<file path="config.mk">
export PLATFORM = sky130hd
export DESIGN_NAME = dmx_6_32_buf
export DESIGN_NICKNAME = d
export VERILOG_FILES = /design/src/rtl/dmx_6_32_buf.sv
export SDC_FILE = /design/constraint.sdc
export NUM_CORES = 1
export LEC_CHECK = 0
export ABC_AREA = 1
export BUFFER_PORTS_ARGS = -buffer_cell sky130_fd_sc_hd__clkbuf_2
export CAP_MARGIN = 5
export CORE_MARGIN = 2
export CORE_UTILIZATION = 47
export CTS_CLUSTER_DIAMETER = 40
export CTS_CLUSTER_SIZE = 28
export DETAILED_ROUTE_END_ITERATION = 6
export GPL_TIMING_DRIVEN = 0
export PLACE_DENSITY = 0.76
export SYNTH_ARGS = -nofsm -noshare
export SYNTH_HDL_FRONTEND = slang
export SYNTH_SLANG_ARGS = --single-unit
</file>
<file path="constraint.sdc">
create_clock -name clk -period 3.1 [get_ports clk]
set_clock_uncertainty 0.15 [all_clocks]
set_input_delay 0.465 -clock clk [delete_from_list [all_inputs] [get_ports clk]]
set_output_delay 0.465 -clock clk [all_outputs]
set_load 0.1 [all_outputs]
</file>
<file path="src/rtl/dmx_6_32_buf.sv">
// dmx_6_32_buf: routes one tagged result word to one of six
// buffered consumer channels, each with its own valid/ready.
module dmx_6_32_buf #(
  parameter int WIDTH = 32,
  parameter int CNT_W = 16
) (
  input  logic             clk,
  input  logic             rst_n,
  input  logic             in_valid,
  output logic             in_ready,
  input  logic [2:0]       in_op,
  input  logic [WIDTH-1:0] in_data,
  output logic [5:0]       out_valid,
  input  logic [5:0]       out_ready,
  output logic [WIDTH-1:0] out_data0,
  output logic [WIDTH-1:0] out_data1,
  output logic [WIDTH-1:0] out_data2,
  output logic [WIDTH-1:0] out_data3,
  output logic [WIDTH-1:0] out_data4,
  output logic [WIDTH-1:0] out_data5,
  output logic             bad_op,
  input  logic             clr,
  output logic [CNT_W-1:0] xfer_cnt
);

  logic [5:0]            valid_q, valid_d;
  logic [5:0][WIDTH-1:0] data_q, data_d;
  logic [CNT_W-1:0]      cnt_q, cnt_d;
  logic                  bad_q, bad_d;

  logic       op_bad;
  logic [2:0] ch;
  logic [5:0] sel;
  logic [5:0] load;
  logic [5:0] drain;
  logic       acc;
  logic [2:0] pop;

  // codes 110/111 fall back to channel 5, like the 6:1 selector
  always_comb begin
    op_bad = in_op[2] & in_op[1];
    ch     = op_bad ? 3'd5 : in_op;
    sel    = 6'd1 << ch;
  end

  assign in_ready = |(sel & (~valid_q | out_ready));
  assign acc      = in_valid & in_ready;
  assign load     = sel & {6{acc}};
  assign drain    = valid_q & out_ready;

  // channel fill/drain, delivery count and sticky bad-op flag
  always_comb begin
    valid_d = (valid_q & ~drain) | load;
    data_d  = data_q;
    for (int k = 0; k < 6; k++) begin
      if (load[k]) data_d[k] = in_data;
    end
    pop = '0;
    for (int k = 0; k < 6; k++) begin
      pop = pop + {2'b00, drain[k]};
    end
    cnt_d = clr ? '0 : cnt_q + CNT_W'(pop);
    bad_d = clr ? 1'b0 : (bad_q | (acc & op_bad));
  end

  // state registers, cleared asynchronously
  always_ff @(posedge clk or negedge rst_n) begin
    if (!rst_n) begin
      valid_q <= '0;
      data_q  <= '0;
      cnt_q   <= '0;
      bad_q   <= 1'b0;
    end else begin
      valid_q <= valid_d;
      data_q  <= data_d;
      cnt_q   <= cnt_d;
      bad_q   <= bad_d;
    end
  end

  assign out_valid = valid_q;
  assign out_data0 = data_q[0];
  assign out_data1 = data_q[1];
  assign out_data2 = data_q[2];
  assign out_data3 = data_q[3];
  assign out_data4 = data_q[4];
  assign out_data5 = data_q[5];
  assign bad_op    = bad_q;
  assign xfer_cnt  = cnt_q;

endmodule

</file>
==> results.json <==
{
  "yosys.area_share.simple_pct": 33.1,
  "critPathLaunchType": "flip-flop",
  "antenna_found_initial": 1,
  "via_per_inst": 5.44,
  "die_w_um": 145,
  "crit_chain": "nand2_2 > inv_2 > fa_1 > fa_1 > fa_2 > inv_2 > fa_2 > inv_2 > nand2_4 > nand2_4 > nand2_4 > buf_6 > nor3_4 > a21oi_2 > nor2_2",
  "synth_xor_xnor_area_share_pct": 0.188,
  "setup_slack_ps": -9.14,
  "max-cap-violations": 0,
  "critPathTopFamily": "adder cells",
  "multi_input_area_sq_um": 3380,
  "grt_usage_pct": 29.2,
  "rows": 51,
  "synth_top_family_by_area": "simple AND/OR/NAND/NOR gates",
  "end_kind": "flip-flop",
  "final.setup.tns_ps": -9.14,
  "clk_latency_ps": 520,
  "intPower_mw": 6.34,
  "synth_cell_types": 22,
  "seqPwrFrac_pct": 27.7,
  "start_util_pct": 47.8,
  "synth.area.mux_share_pct": 0,
  "syn_avg_cell_area_sq_um": 8.99,
  "gp_congestion": 0.820,
  "worstPathArrival_ps": 3410,
  "worstMarginPinSlew_ps": 899,
  "hp-class": "primary input to flip-flop",
  "critical_path_class": "flip-flop to flip-flop",
  "synth_compound_area_share_pct": 1.06,
  "vdd_ir_drop_max_uv": 673,
  "place_ws_ps": -155,
  "fillCellCount": 1658,
  "yosysWarnings": 0,
  "mostFrequentLayoutCells": "425 x nand2_1, 257 x clkbuf_2, 212 x dfrtp_1",
  "pwr-share-clk_pct": 25.0,
  "dp_hpwl_um": 21400,
  "wl_per_cell_um": 19.1,
  "combPwrFrac_pct": 47.3,
  "crit_required_ps": 3400,
  "violations": "negative setup slack",
  "post_dp_cell_area_sq_um": 11000,
  "clkSinkCount": 215,
  "p_sw_mw": 7.50,
  "finalCritPeriodShare_pct": 100,
  "slew_headroom_pct": 39.9,
  "drive_above_1_share_pct": 28.8,
  "fin_nets": 1385,
  "synth_top_area_share_pct": 57.8,
  "fmax_mhz": 322,
  "cts_buffers": 29,
  "drc": 0,
  "drtIter0Drc": 633,
  "clockRootBuffer": "clkbuf_16",
  "cts.path.max_buffers": 3,
  "synthAdderAreaFrac_pct": 1.26,
  "max_stage_delay_ps": 530,
  "grt_pass1_vias": 8401,
  "finalMaxSlewViolations": 0,
  "cts_max_level": 1,
  "grt_max_degree": 115,
  "synth.net_count": 1087,
  "hold_slack_ps": 32.7,
  "cts_tree": "done",
  "grt_pass1_wl_um": 46900,
  "yosys.area.top_type": "dfrtp_1",
  "finalCriticalPeriod_ps": 3110,
  "p_leak_nw": 6.73,
  "finalHoldViolCount": 0,
  "syn_area_sq_um": 9310,
  "p_sw_share_pct": 54.2,
  "overflow": 0,
  "crit_path_max_fanout": 3,
  "cts.clk_slew.worst_paths_ps": 60,
  "synthTopCellsByArea": "dfrtp_1 58%, nand2_1 17%, nand4_1 13%",
  "regArea_sq_um": 5390,
  "ys_ff_latch": 215,
  "outcome": "complete, but fails checks",
  "port_buffers": 258,
  "dr.pass1.iters": 5,
  "ys_seq_area_share_pct": 57.8,
  "vias": 8826,
  "rrSetupSlack_ps": -9,
  "path_buf_inv": 4,
  "syn2layout_area_growth_pct": 30.3,
  "final_antenna_net_count": 0,
  "final_common_cell": "nand2_1",
  "pin_count": 261,
  "setup_violations": 1,
  "powerDensity_nw_per_um2": 1140,
  "fin_area_sq_um": 12100,
  "slowest_stage": "fa_1",
  "rsz0062_at_grt": "yes",
  "synth_cells": 1035,
  "core_sq_um": 19500,
  "routed_wl_um": 31000,
  "die_h_um": 145,
  "dieArea_sq_um": 20900
}
## through the flow
step	std cells	total power, mW	utilization, %
after floorplan	1035	9.19	-
after global placement	1558	10.3	56.3
after detailed placement	1559	10.4	56.5
after CTS	1615	13.9	61.9
after global routing	1620	14.3	62.3
final	1621	13.8	62.3
## state kept, by name (all words and copies together) (netlist names)
| register | flops |
|---|---|
| out_data3 | 32 |
| out_data2 | 32 |
| out_data4 | 32 |
| out_data5 | 32 |
| out_data1 | 32 |
| xfer_cnt | 16 |
| out_data0 | 32 |
| bad_op | 1 |
| out_valid | 6 |
## layout make-up
class,instances,share of cell area [%]
clock buffer,32,6.24
tap,265,2.73
buffer,82,3.94
inverter,35,1.08
timing repair buffer,267,11.5
antenna,1,0.0206
sequential,215,44.4
clock inverter,21,2.14
multi-input combinational,703,27.9
## timing repair
action                     in CTS  in global routing
setup buffers                   2                  5
setup endpoints to repair       7                  9
resized for setup               4                 10
hold endpoints to repair      101                  0
hold buffers                    1                  0
pin swaps                       3                  3
## cells in the mapped netlist, drive strengths merged
cell type  instances
fa                 4
a21oi              8
a31oi              3
nor3               6
xor2               2
ha                 3
nand3             16
nand2            429
dfrtp            215
nor2              32
o21ba              1
o21ai              6
buf               46
nand4            193
clkbuf            36
inv               35
## worst paths after layout
path | from | end | cells after the start
setup / recovery | out_valid[2] | xfer_cnt[10] | 15
max in group asynchronous | rst_n | out_data0[12] | 3
min in group asynchronous | rst_n | xfer_cnt[7] | 2
setup reg to reg | out_valid[2] | xfer_cnt[10] | 15
hold reg to reg | out_data1[30] | out_data1[30] | 2
hold / removal | out_ready[1] | out_valid[1] | 2
## kinds of logic after synthesis
family,Yosys count
simple gates,676
compound gates,18
xor+xnor,2
fa+ha+maj,7
flops,215
buf+inv,117
## metal layers
| metal | share of wire [%] | track usage [%] | up-vias |
|---|---|---|---|
| li1 | - | - | 4107 |
| met1 | 42 | 39.7 | 4274 |
| met2 | 47 | 47.5 | 382 |
| met3 | 7.9 | 6.02 | 63 |
| met4 | 2.8 | 8.79 | 0 |
| met5 | 0 | 0 | - |
## worst register-to-register path, delay by kind of cell (launching register included)
| kind | cells | cell delay (ps) |
|---|---|---|
| compound gates | 1 | 80 |
| fa+ha+maj | 4 | 1560 |
| buf+inv | 4 | 290 |
| flops | 1 | 480 |
| simple gates | 6 | 480 |
## power groups by stage
stage	clock network [mW]	registers (mW)	logic [mW]
3_5_place_dp	0	3.85	6.54
6_report	3.46	3.83	6.55
2_1_floorplan	0	8.44	0.746
3_3_place_gp	0	3.85	6.48
5_1_grt	3.62	3.89	6.78
4_1_cts	3.48	3.82	6.56
Note: power is estimated with default switching activity, not from simulation.
